File: src/rtl/msftdvip_clint_apb_bridge.sv
// APB slave front-end for the CLINT timer register port: window decode, one register
// access per transfer, and a bounded wait for the register port's ready.
module msftdvip_clint_apb_bridge #(
  parameter logic [31:0] BASE_ADDR = 32'h0200_0000,
  parameter int unsigned TIMEOUT   = 16
) (
  input  logic        clk_i,
  input  logic        rst_i,
  input  logic        psel_i,
  input  logic        penable_i,
  input  logic [31:0] paddr_i,
  input  logic        pwrite_i,
  input  logic [31:0] pwdata_i,
  input  logic [3:0]  pstrb_i,
  output logic [31:0] prdata_o,
  output logic        pready_o,
  output logic        pslverr_o,
  output logic        reg_en_o,
  output logic [31:0] reg_addr_o,
  output logic [31:0] reg_wdata_o,
  output logic        reg_we_o,
  input  logic [31:0] reg_rdata_i,
  input  logic        reg_ready_i
);

  typedef enum logic [1:0] {
    S_IDLE   = 2'd0,
    S_ISSUE  = 2'd1,
    S_RDWAIT = 2'd2,
    S_RESP   = 2'd3
  } state_t;

  localparam logic [7:0] LP_LAST_WAIT = 8'(TIMEOUT - 1);

  state_t      r_state;
  state_t      w_next;
  logic [7:0]  r_addr;
  logic [31:0] r_wdata;
  logic [31:0] r_rdata;
  logic        r_write;
  logic        r_err;
  logic [7:0]  r_cnt;

  logic w_setup;
  logic w_bad;
  logic w_issue;
  logic w_resp;

  assign w_setup = psel_i & ~penable_i;
  assign w_bad   = (paddr_i[31:8] != BASE_ADDR[31:8])
                 | (paddr_i[1:0] != 2'b00)
                 | (pwrite_i & (pstrb_i != 4'hF));

  // A decode error also spends one cycle in ISSUE, with the register port masked,
  // so that error responses land at T+2 like a zero-wait write.
  assign w_issue = (r_state == S_ISSUE) & ~r_err;
  assign w_resp  = (r_state == S_RESP);

  always_comb begin
    // NOTE: w_next gets a default before the case so every path assigns it and no latch is inferred.
    w_next = r_state;
    case (r_state)
      S_IDLE: begin
        if (w_setup) w_next = S_ISSUE;
      end
      S_ISSUE: begin
        if (!psel_i)                   w_next = S_IDLE;
        else if (r_err)                w_next = S_RESP;
        else if (reg_ready_i)          w_next = r_write ? S_RESP : S_RDWAIT;
        else if (r_cnt == LP_LAST_WAIT) w_next = S_RESP;
      end
      S_RDWAIT: begin
        w_next = psel_i ? S_RESP : S_IDLE;
      end
      S_RESP: begin
        w_next = S_IDLE;
      end
      default: begin
        w_next = S_IDLE;
      end
    endcase
  end

  always_ff @(posedge clk_i) begin
    // NOTE: every sequential assignment is non-blocking so all registers update from pre-edge values.
    if (rst_i) begin
      r_state <= S_IDLE;
      r_addr  <= '0;
      r_wdata <= '0;
      r_rdata <= '0;
      r_write <= 1'b0;
      r_err   <= 1'b0;
      r_cnt   <= '0;
    end else begin
      r_state <= w_next;
      case (r_state)
        S_IDLE: begin
          if (w_setup) begin
            r_addr  <= paddr_i[7:0];
            r_wdata <= pwdata_i;
            r_write <= pwrite_i;
            r_err   <= w_bad;
            r_cnt   <= '0;
          end
        end
        S_ISSUE: begin
          if (psel_i && !r_err && !reg_ready_i) begin
            if (r_cnt == LP_LAST_WAIT) r_err <= 1'b1;
            else                       r_cnt <= r_cnt + 8'd1;
          end
        end
        S_RDWAIT: begin
          r_rdata <= reg_rdata_i;
        end
        default: begin
        end
      endcase
    end
  end

  assign reg_en_o    = w_issue;
  assign reg_addr_o  = {24'h0, r_addr};
  assign reg_wdata_o = w_issue ? r_wdata : '0;
  assign reg_we_o    = w_issue & r_write;

  assign pready_o  = w_resp;
  assign pslverr_o = w_resp & r_err;
  assign prdata_o  = (w_resp && !r_err && !r_write) ? r_rdata : '0;

endmodule
File: config.mk
export PLATFORM = sky130hd
export DESIGN_NAME = msftdvip_clint_apb_bridge
export DESIGN_NICKNAME = d
export VERILOG_FILES = /design/src/rtl/msftdvip_clint_apb_bridge.sv
export SDC_FILE = /design/constraint.sdc
export NUM_CORES = 1
export LEC_CHECK = 0
export BUFFER_PORTS_ARGS = -buffer_cell sky130_fd_sc_hd__buf_2
export CAP_MARGIN = 25
export CORE_MARGIN = 2
export CORE_UTILIZATION = 45
export DETAILED_ROUTE_END_ITERATION = 16
export GPL_TIMING_DRIVEN = 0
export PLACE_DENSITY = 0.82
export SYNTH_ARGS = -nofsm -noshare
export SYNTH_HDL_FRONTEND = slang
export SYNTH_SLANG_ARGS = --single-unit
File: constraint.sdc
create_clock -name clk_i -period 2.1 [get_ports clk_i]
set_clock_uncertainty 0.1 [all_clocks]
set_input_delay 0.105 -clock clk_i [delete_from_list [all_inputs] [get_ports clk_i]]
set_output_delay 0.105 -clock clk_i [all_outputs]
set_load 0.01 [all_outputs]
Yosys cells after proc, flatten, opt, wreduce, memory -nomap -nowiden
Index checks and enable logic that the tools add are counted.
- logic and storage cells: 60
- register bits: 84
- input port bits: 106
- reductions and logical operators: 14
- bitwise gates (word level): 9
- add/subtract/negate cells: 1
- equality and inequality tests: 11
- multiplexer cells: 18
- operators by type and width (operator ; number):
    32-bit 2-to-1 mux ; 2
    8-bit 2-to-1 mux ; 3
    24-bit by 18-bit inequality test with 1-bit output, second input constant ; 1
    8-bit one-hot mux with 2 select lines ; 1
    2-bit 2-to-1 mux ; 6
    8-bit by 1-bit adder with 8-bit output, second input constant ; 1
    8-bit by 4-bit equality test with 1-bit output, second input constant ; 1
    2-bit one-hot mux with 4 select lines ; 1
    4-bit AND reduction ; 2
    1-bit bitwise AND ; 5
    5-bit by 4-bit inequality test with 1-bit output, second input constant ; 1
    2-bit equality test, second input constant ; 2
    1-bit logical AND ; 4
    1-bit 2-to-1 mux ; 4
    2-bit by 1-bit inequality test with 1-bit output, second input constant ; 2
    2-bit inequality test, second input constant ; 2
    4-bit inequality test, second input constant ; 1
    2-bit AND reduction ; 2
    2-bit nonzero test ; 2
    1-bit logical NOT ; 3
    2-bit by 1-bit equality test with 1-bit output, second input constant ; 1
    2-bit logical NOT ; 1
    1-bit NOT ; 2
    1-bit OR ; 2
    1-bit one-hot mux with 2 select lines ; 1

Logic depth before layout (Yosys ltp)
Gate-level depths: netlist of run 1.
- depth in word-level cells: 6
- gate-level depth with buffers: 6
- depth with buffers taken out: 5

Worst setup path before layout of run 1
OpenSTA, ideal clock, no wires.
- path type: flip-flop to flip-flop
- start point: register r_state[0]
- end point: register r_cnt[0]
- buffers on the path: 1
- period minus slack after synthesis: 1.731 ns
- path slack: 0.369 ns
- data required time: 1.935 ns
- arrival time: 1.566 ns
- library setup time: 0.065 ns
- stages on the path, launching flop included: 6
- cells stage by stage: dfxtp_1 -> or3b_1 -> buf_6 -> a211oi_4 -> mux2_1 -> nor2_1
- cells in the longest elaborated chain, start to end: 3
- elaborated cells on any way between the ends: 8
- ends and longest elaborated chain (what ; line ; source):
    from (decl) ; 35 ; state_t r_state;
    from (signal assigned) ; 95 ; r_state <= w_next;
    2-bit by 1-bit equality test with 1-bit output / 2-bit logical NOT (equally long branches) ; 96 ; case (r_state)
    2-bit inequality test (no source line) (tied with other cells) ; n/a ;
    4-bit AND reduction (no source line) ; n/a ;
    to (signal assigned) ; 109 ; else r_cnt <= r_cnt + 8'd1;
    to (decl) ; 42 ; logic [7:0] r_cnt;
Several ways; a longest one is shown, not always the timed one.
A chain may end at the register's enable or synchronous reset.

Worst setup path after layout of run 1
- start point: register r_state[0]
- end point: output reg_wdata_o[6]
- cells in the longest elaborated chain, start to end: 3
- ends and longest elaborated chain (what ; line ; source):
    2-bit by 1-bit equality test with 1-bit output ; 56 ; assign w_issue = (r_state == S_ISSUE) & ~r_err;
    1-bit bitwise AND ; 56 ;
    32-bit 2-to-1 mux ; 123 ; assign reg_wdata_o = w_issue ? r_wdata : '0;
    to (decl) ; 20 ; output logic [31:0] reg_wdata_o,
Every way passes these cells.

==> summary.md, run 1 <==
| Metric | Value |
|---|---|
| Layout Cells excl Fill | 900 |
| Pins over their slew limit | 0 |
| Via Count | between 4k and 5k |
| Max-cap violations | 0 |
| Setup bufs post-CTS | 0 |
| Antenna Nets Post-Route | 0 |
| Vias in the first global route | between 4k and 5k |
| Count of cell types in the netlist | ~40 |
| Min Hold Slack | just over 0.3 ps |
| Crit path max fanout | 10 |
| Most common cell after layout, fill and taps aside | buf_2 |
| Full die area | ~0.0093 sq mm |
| RSZ-0062 raised after global routing | true |
| FP Rows | 33 |
| Tmin final | ~2000 ps |
| CTS Buffer Depth | 2 |
| DP Cell Count | between 800 and 900 |
| # diodes | 0 |
| Core area | 0.008217 sq mm |
| First-pass GRT wire length | between 20000 and 25000 um |
| Seq/Total Area, Yosys | between 40% and 50% |
| Antenna violations before repair | 0 |
| I/O pins | about 200 |
| Period utilization | 95.82% |
| Seq cells post-synth | 84 |
| Most frequent cells in the layout | buf_2 (180), nand2_1 (151), dfxtp_1 (82) |
| Largest net degree at the start of global routing | 15 |
| Final setup margin | 87.80 ps |
| Per-cell routed wire length | around 15 um |
| Max IR drop VDD | ~0.44 mV |
| I/O Buffers | between 150 and 200 |
| CTS H-Tree Depth | 3 |
| Tightest Pin Transition | around 750 ps |
| Fin Setup TNS | 0 ps |
| Cell area after synthesis | 0.003832 sq mm |
| Clock Latency Late Sink | roughly 350 ps |
| Number of CTS-inserted buffers | 9 |
| YS warnings | 0 |
| Initial Utilization | around 47% |
| Outcome | finished clean |
| Final Util | approximately 72% |
| Synth Flop Type | dfxtp_1 |
| Drt first pass iters | 5 |
| Leak pwr | 0.002830 uW |
| Die span in x | slightly below 100 um |
| Total Wirelength | 13320 um |
| Worst Setup Start Kind | flip-flop |
| Vias per inst | approximately 5.0 |
| Post-synth EDFFs | 0 |
| Total gr overflow | 0 |
| Tot GR Track Use | approximately 28% |
| # DRC | 0 |
| Syn Inst Count | 502 |
| Root Driver | clkbuf_8 |
| Syn_area_per_cell | 7.634 sq um |
| Clk slew on worst S/H paths | approximately 90 ps |
| Clock sink count | 84 |
| Layout cell share with drive strength beyond 1 | between 20% and 30% |
| # setup viols final | 0 |
| CP Data Required Time | between 1500 and 2000 ps |
| Initial DRC Count | ~170 |
| PwrDens | between 500 and 600 mW/mm^2 |
| Gpl congestion | ~0.8 |
| Arr. time, crit path | ~1800 ps |
| Area growth, synth to finish | 55.17% |
| TritonCTS clock tree | built |
| Post-DP HPWL | a little over 8000 um |
| Ys async rst share | 0% |
| # nets final | between 800 and 900 |
| WS Path Type | flip-flop to output pin |
| Slew margin rel. | 50.15% |
| Die height | about 96 um |
| Hold Path Class | primary input to flip-flop |
| CP endpoint kind | output pin |
| Fmax | a little under 0.5 GHz |
| Dpl ws | between 150 and 200 ps |
| Final Hold Viols | 0 |
[cells by family after synthesis]
kind of cell,synth area share (%)
buffers and inverters,8.782
AO/OA/AOI/OAI,12.67
other,0.09785
flip-flops,43.88
adder cells (fa/ha/maj),0.3264
AND/OR/NAND/NOR,32.78
XOR/XNOR,0.9140
multiplexers,0.5550
[registers in the layout, indices dropped and copies added, names as in the netlist]
register	cells
r_wdata	32
r_err	1
r_state	2
r_rdata	32
r_cnt	8
r_addr	8
r_write	1
[cell usage after synthesis (3+ instances only)]
cell | n | area, sq um
nand3_1 | 4 | 20.02
and2_1 | 34 | 212.7
nand2b_1 | 4 | 25.02
nor4_1 | 5 | 31.28
nand4_1 | 3 | 18.77
and3_1 | 33 | 206.5
buf_4 | 24 | 180.2
dfxtp_1 | 84 | 1682
clkbuf_1 | 34 | 127.6
xnor2_1 | 4 | 35.03
nand2_1 | 151 | 566.8
nor4_2 | 3 | 37.54
nor2b_1 | 3 | 18.77
a21oi_1 | 78 | 390.4
nor2_1 | 10 | 37.54
[final timing paths]
| check | from | end | slack [ps] | cells past startpoint |
|---|---|---|---|---|
| hold / removal | penable_i | r_wdata[0]$_SDFFE_PP0P_ | 0.3 | 4 |
| setup reg to reg | r_state[1]$_SDFFE_PP0P_ | r_wdata[23]$_SDFFE_PP0P_ | 130 | 4 |
| hold reg to reg | r_rdata[8]$_SDFFE_PP0N_ | r_rdata[8]$_SDFFE_PP0N_ | 350 | 2 |
| setup / recovery | r_state[0]$_SDFFE_PP0P_ | reg_wdata_o[6] | 90 | 6 |
[worst max-delay path: stages (launching register included)]
cell,delay [ps]
dfxtp_4,390
or3b_1,370
buf_6,160
clkinv_2,120
buf_6,140
and2_1,140
buf_2,150
[layer usage]
metal  share of wire, %  track usage [%]  vias to the layer above  wire [um]
li1                   -                -                     2184          -
met1                 38            29.63                     2044       5094
met2                 51            51.22                      239       6733
met3                8.0            7.987                       38       1067
met4                3.2            10.12                        0        428
met5                  0                0                        -          0
[through the flow]
stage / power (uW) / instance area, sq um
after CTS: 3527 / 5924
after detailed placement: 2134 / 4951
after global routing: 3675 / 5947
after global placement: 2121 / 4951
final: 3555 / 5947
after floorplan: 1950 / 3919
[power breakdown]
group	total, uW	switching, uW	internal (uW)
registers	1680	31.2	1650
clock network	1320	609	708
logic	557	281	276
[what timing repair did]
| item | in CTS | in global routing |
|---|---|---|
| endpoints found under the setup margin | 28 | 58 |
| resized for setup | 5 | 14 |
| hold buffers | 74 | 0 |
| hold endpoints to repair | 75 | 0 |
[area by class of cell]
cell class	count	area (sq um)
Fill cell	590	2270
Multi-Input combinational cell	378	1903
Sequential cell	84	1687
Timing Repair Buffer	254	1642
Buffer	60	347.8
Clock buffer	11	141.4
Tap cell	105	131.4
Clock inverter	5	82.58
Inverter	3	12.51
Power figures use the tool's default switching activity.
==> inputs of run 2 (changes only) <==
CORE_UTILIZATION = 41   (was 45)
PLACE_DENSITY = 0.79   (was 0.82)
clock period = 1.8 ns   (was 2.1 ns; I/O delays follow)
==> summary.md, run 2 (synthesized netlist as in run 1, its figures left out) <==
| Metric | Value |
|---|---|
| Outcome | finished with violations |
| Violations in the final reports | setup timing |
| Largest net degree at the start of global routing | 16 (+1) |
| CTS Buffer Depth | 2 (unchanged) |
| Total power | 4218 uW (+19%) |
| First-pass GRT wire length | 21400 um (+7.0%) |
| R2R depth | 5 (+1) |
| Clock Latency Late Sink | 350 ps (about the same) |
| Net Sw Frac | 28.59% (+2.7 points) |
| Full die area | 0.01014 sq mm (+9.3%) |
| Worst Setup Start Kind | flip-flop |
| CP Data Required Time | 1610 ps (-280 ps) |
| TritonCTS clock tree | built |
| Antenna violations before repair | 1 (+1) |
| Fmax | 0.5238 GHz |
| Gpl congestion | 0.9028 (+13%) |
| Arr. time, crit path | 1720 ps (-90 ps) |
| Layout cell share with drive strength beyond 1 | 38.84% (+9.0 points) |
| Initial Utilization | 41.87% (-4.8 points) |
| Gate power share | 18.9% (+3.2 points) |
| # setup viols final | 38 (+38) |
| Layout Cells excl Fill | 923 (+2.6%) |
| Number of CTS-inserted buffers | 9 (unchanged) |
| Drt first pass iters | 5 (unchanged) |
| Most common cell after layout, fill and taps aside | buf_2 |
| RSZ-0062 raised after global routing | true |
| Area growth, synth to finish | 70.32% |
| Crit path to | reg_wdata_o[10] |
| Power Internal | 3012 uW (+14%) |
| Via Count | 4950 (+9.9%) |
| Critical Path Slowest Stage Cell | or3b_4 |
| # DRC | 0 (unchanged) |
| WS Path Type | flip-flop to output pin |
| RR Startpoint | r_state[1]$_SDFFE_PP0P_ |
| I/O pins | 206 (unchanged) |
| Final Util | 71.32% (-1.1 points) |
| Sw power | 1206 uW (+31%) |
| Max IR drop VDD | 0.3946 mV (-9.5%) |
| Post-DP HPWL | 8504 um (+3.0%) |
| Slew margin rel. | 60.77% (+11 points) |
| Total Wirelength | 16680 um (+25%) |
| Clk slew on worst S/H paths | 90 ps (about the same) |
| Worst setup startpoint | r_state[1]$_SDFFE_PP0P_ |
| Period utilization | 106.1% |
| Most frequent cells in the layout | buf_2 (154), nand2_1 (151), dfxtp_1 (79) |
| Die height | 100.7 um (+4.6%) |
| Die span in x | 100.7 um (+4.6%) |
| # nets final | 913 (+1.8%) |
| Hold Path Class | primary input to flip-flop |
| Initial DRC Count | 379 (+130%) |
| CTS H-Tree Depth | 3 (unchanged) |
| Tot GR Track Use | 26.63% (-1.1 points) |
| Vias in the first global route | 4674 (+6.0%) |
| Max-cap violations | 0 (unchanged) |
| FP Rows | 35 (+6.1%) |
| Core area | 0.009153 sq mm (+11%) |
| Leak pwr | 0.003093 uW (+9.3%) |
| Hold Crit Depth | 5 (+1) |
| Root Driver | clkbuf_8 |
| Final setup margin | -109.1 ps (-196.9 ps) |
| Sequential group share of total power | 46.7% (-0.6 points) |
| Crit path max fanout | 7 (-3) |
| R2R Setup Slk | -40 ps (-170 ps) |
| DP Cell Count | 816 (+0.74%) |
| CP endpoint kind | output pin |
| PwrDens | 646.1 mW/mm^2 (+8.1%) |
| Tmin final | 1909 ps |
| Pins over their slew limit | 0 (unchanged) |
| Slowest cell delay on critical path | 490 ps (+100 ps) |
| Tightest Pin Transition | 588.5 ps (-157.2 ps) |
| Total gr overflow | 0 (unchanged) |
| CP Cell Sequence | or3b_4, clkinv_8, clkbuf_16, and2_4, buf_6 |
| Final Hold Viols | 0 (unchanged) |
| Fillers | 570 (-3.4%) |
| I/O Buffers | 180 (unchanged) |
| Per-cell routed wire length | 18.07 um (+22%) |
| Biggest regs | r_rdata: 32 flops, r_wdata: 32 flops |
| Antenna Nets Post-Route | 0 (unchanged) |
| Crit Reg-Reg Endpoint | r_wdata[14]$_SDFFE_PP0P_ |
| Clock sink count | 84 (unchanged) |
| Vias per inst | 5.363 (+7.1%) |
| Clock power share | 34.4% (-2.7 points) |
## run 2: cell types whose count changed in the layout (fill, tap and decap cells not counted), moves of 13 or more
cell,delta
buf_6,+29
buf_4,+13
buf_2,-26
and2_1,-32
clkbuf_1,-20
and2_4,+32
## run 2: worst min-delay path by stage
stage / start / to / slack (ps)
CTS: reg_ready_i / r_cnt[4]$_SDFFE_PP0P_ / 4
global route: reg_ready_i / r_state[0]$_SDFFE_PP0P_ / 70
finish: paddr_i[8] / r_err$_SDFFE_PP0P_ / 40
global placement: pwdata_i[30] / r_wdata[30]$_SDFFE_PP0P_ / 230
detailed placement: pwdata_i[19] / r_wdata[19]$_SDFFE_PP0P_ / 240
floorplan: psel_i / r_state[1]$_SDFFE_PP0P_ / 110
## run 2: power groups by stage
stage | Combinational [uW] | Clock [uW] | Sequential [uW]
after detailed placement | 489 | 0 | 2000
after global routing | 843 | 1530 | 1970
after CTS | 664 | 1430 | 1960
after floorplan | 278 | 0 | 2000
after global placement | 479 | 0 | 2000
final | 797 | 1450 | 1970
## run 2: per-stage QoR
stage               setup WS, ps  TNS (ps)  instance area [sq um]  hold WS, ps
floorplan                  68.65         0                   3919        108.3
global placement          -124.4     -5567                   4959        231.6
detailed placement        -252.8     -9867                   4959        236.3
CTS                       -107.7     -4683                   6125        3.999
global route              -157.2     -5463                   6528        68.53
finish                    -109.1     -2442                   6528        41.63
## run 2: cell type report
cell class	instances	area (sq um)	share of cell area, %
timing repair buffer	271	2011	30.80
multi-input combinational	378	2062	31.59
timing repair inverter	1	8.758	0.1342
buffer	58	381.6	5.846
inverter	3	23.77	0.3642
clock inverter	6	68.82	1.054
clock buffer	10	137.6	2.108
sequential	84	1693	25.93
tap	111	138.9	2.128
antenna	1	2.502	0.03834
## run 2: repair_timing
action | 4_1_cts | 5_1_grt
hold buffers | 75 | 0
resized for setup | 49 | 93
cloned | 2 | 2
endpoints found under the hold margin | 75 | 0
setup buffers | 4 | 9
endpoints found under the setup margin | 110 | 142
pin swaps | 2 | 22
## run 2: worst max-delay path: cells and delay by family, from the launching register on
family                 cells  cell delay, ps
DFF                        1             370
and+or+nand+nor            2             640
buffers and inverters      3             350
## run 2: routing by layer
layer,vias up,wire (um),track usage [%]
li1,2210,-,-
met1,2254,5720,27.18
met2,386,8415,50.31
met3,100,1556,6.449
met4,0,982,12.75
met5,-,0,0
==> inputs of run 3 (changes only) <==
ABC_AREA = 1   (was unset)
ABC_CLOCK_PERIOD_IN_PS = 1800   (was unset)
PLACE_DENSITY = 0.81   (was 0.79)
==> summary.md, run 3 <==
| Metric | Value |
|---|---|
| Max-cap violations | 0 (unchanged) |
| Total Wirelength | 12240 um (-27%) |
| Die span in x | 100.5 um (-0.17%) |
| Fmax | 0.5856 GHz (+12%) |
| Max IR drop VDD | 0.4900 mV (+24%) |
| Post-synth EDFFs | 0 (unchanged) |
| Slowest cell delay on critical path | 380 ps (-110 ps) |
| Biggest regs | r_rdata: 32 flops, r_wdata: 32 flops |
| Initial DRC Count | 121 (-68%) |
| Synth Flop Type | dfxtp_1 |
| # DRC | 0 (unchanged) |
| Post-DP HPWL | 7910 um (-7.0%) |
| Synth cell count leaders | nor2_1 (109), dfxtp_1 (84), inv_1 (84), a21oi_1 (75), o21ai_0 (70) |
| Ys async rst share | 0% (unchanged) |
| Tot GR Track Use | 23.24% (-3.4 points) |
| FP Rows | 35 (unchanged) |
| TritonCTS clock tree | built |
| # nets final | 943 (+3.3%) |
| Dpl ws | 168.7 ps (+421.5 ps) |
| I/O pins | 206 (unchanged) |
| Fin Setup TNS | 0 ps (+2442 ps) |
| Pins over their slew limit | 0 (unchanged) |
| Total gr overflow | 0 (unchanged) |
| CP Data Required Time | 1610 ps (about the same) |
| Drt first pass iters | 6 (+1) |
| Leak pwr | 0.002809 uW (-9.2%) |
| # diodes | 0 (-1) |
| Number of CTS-inserted buffers | 9 (unchanged) |
| Post-synth top area share | 44.04% (+0.16 points) |
| Outcome | finished clean |
| Clk slew on worst S/H paths | 70 ps (-20 ps) |
| Vias per inst | 4.641 (-13%) |
| Per-cell routed wire length | 12.85 um (-29%) |
| Final Util | 65.13% (-6.2 points) |
| # setup viols final | 0 (-100%) |
| Arr. time, crit path | 1520 ps (-200 ps) |
| Cell area after synthesis | 0.003819 sq mm (-0.36%) |
| Root Driver | clkbuf_8 |
| R2R depth | 8 (+3) |
| Core area | 0.009153 sq mm (unchanged) |
| Critical Path Slowest Stage Cell | dfxtp_4 |
| CP Cell Sequence | inv_2, nor2_4, nand2_4, clkbuf_4, nor2_1, buf_2 |
| Seq/Total Area, Yosys | 44.04% (+0.16 points) |
| Area growth, synth to finish | 56.09% |
| Synth area leaders | dfxtp_1 (44%), nor2_1 (11%), a21oi_1 (9.8%), o21ai_0 (9.2%), inv_1 (8.3%) |
| Period utilization | 94.87% (-11 points) |
| Largest area contributor in the netlist | dfxtp_1 |
| Vias in the first global route | 4152 (-11%) |
| PwrDens | 708.9 mW/mm^2 (+9.7%) |
| WS Path Type | flip-flop to output pin |
| Gpl congestion | 0.7834 (-13%) |
| Final Hold Viols | 0 (unchanged) |
| Hold Crit Depth | 6 (+1) |
| I/O Buffers | 180 (unchanged) |
| Syn_area_per_cell | 7.020 sq um (-8.1%) |
| Antenna Nets Post-Route | 0 (unchanged) |
| Cell area after layout | 0.005961 sq mm (-8.7%) |
| Count of cell types in the netlist | 26 (-37%) |
| Hold Path Class | primary input to flip-flop |
| CP endpoint kind | output pin |
| DP Cell Count | 858 (+5.1%) |
| Antenna violations before repair | 0 (-1) |
| Worst Setup Start Kind | flip-flop |
| Layout cell share with drive strength beyond 1 | 30.32% (-8.5 points) |
| Largest net degree at the start of global routing | 15 (-1) |
| Syn Inst Count | 544 (+8.4%) |
| Clock Latency Late Sink | 340 ps (about the same) |
| Most frequent cells in the layout | buf_2 (189), nor2_1 (108), inv_1 (84) |
| CTS Buffer Depth | 2 (unchanged) |
| Seq cells post-synth | 84 (unchanged) |
| Via Count | 4418 (-11%) |
| Die height | 100.5 um (-0.17%) |
| Clock sink count | 84 (unchanged) |
| Count leader, synth | nor2_1 |
| Initial Utilization | 41.72% (-0.15 points) |
| Final setup margin | 92.35 ps (+201.5 ps) |
| Most common cell after layout, fill and taps aside | buf_2 |
| CTS H-Tree Depth | 3 (unchanged) |
| Tmin final | 1708 ps (-201.5 ps) |
| First-pass GRT wire length | 18650 um (-13%) |
| RSZ-0062 raised after global routing | false |
| Layout Cells excl Fill | 952 (+3.1%) |
| Placed cell area | 0.004945 sq mm (-0.28%) |
| YS warnings | 0 (unchanged) |
| Crit path max fanout | 10 (+3) |
| Full die area | 0.01010 sq mm (-0.34%) |
run 3: changes by cell type in the layout (fill, tap and decap cells not counted), sizes merged, moves of 3 or more:
| cell | previous run | this run |
|---|---|---|
| a21oi | 79 | 76 |
| and2 | 35 | 0 |
| and3 | 33 | 0 |
| buf | 228 | 220 |
| clkbuf | 36 | 26 |
| inv | 4 | 86 |
| nand2 | 151 | 34 |
| nand2b | 4 | 0 |
| nand3 | 4 | 12 |
| nor2 | 10 | 111 |
| nor2b | 3 | 0 |
| nor4 | 8 | 1 |
| o21ai | 2 | 76 |
| xnor2 | 4 | 0 |
run 3: cells by family (layout without fill, tap and decap cells):
logic type | Yosys count | after routing | share of synthesized area (%)
other cells | 1 | 24 | 0.09820
xor+xnor | 1 | 1 | 0.2294
simple gates | 164 | 164 | 18.32
flops | 84 | 84 | 44.04
compound gates | 153 | 153 | 20.22
buf+inv | 140 | 414 | 16.78
fa+ha+maj | 1 | 1 | 0.3276
run 3: metrics by stage:
stage	hold slack (ps)	total power, uW
global route	106.1	4427
floorplan	132.6	2487
finish	81.84	4226
global placement	244.5	2730
detailed placement	252.4	2745
CTS	50.60	4230
run 3: area by class of cell:
class,instances,area [sq um]
repair buffers,259,1687
plain buffers,53,332.8
fillers,779,3192
inverters,86,322.8
well taps,111,138.9
clock inverters,5,61.31
clock buffers,11,141.4
multi-input cells,343,1590
flip-flops and latches,84,1687
run 3: final timing paths:
| kind | slack [ps] | start | endpoint |
|---|---|---|---|
| setup / recovery | 90 | r_state[0]$_SDFFE_PP0P_ | reg_wdata_o[21] |
| hold reg to reg | 350 | r_rdata[18]$_SDFFE_PP0N_ | r_rdata[18]$_SDFFE_PP0N_ |
| hold / removal | 80 | reg_ready_i | r_state[0]$_SDFFE_PP0P_ |
| setup reg to reg | 180 | r_cnt[0]$_SDFFE_PP0P_ | r_cnt[2]$_SDFFE_PP0P_ |
run 3: power breakdown:
part	internal, uW	switching (uW)	total (uW)
clock	685	669	1350
sequential	1980	44.0	2030
combinational	395	449	845
total	3060	1160	4230
run 3: repair_timing:
item / 4_1_cts / 5_1_grt
pin swaps: 1 / 1
hold buffers: 77 / 0
endpoints found under the setup margin: 60 / 36
resized for setup: 11 / 12
hold endpoints to repair: 79 / 0
setup buffers: 1 / 1
run 3: routing by layer:
layer	vias to the layer above	global-route usage [%]	wire, um
met1	1956	25.79	4996
met5	-	0	0
li1	2242	-	-
met4	0	8.957	316
met2	190	42.80	6189
met3	30	5.409	732
run 3: critical path: cells and delay by family (launching register included):
family                 cells  cell delay [ps]
buffers and inverters      3              420
and+or+nand+nor            3              400
DFF                        1              380
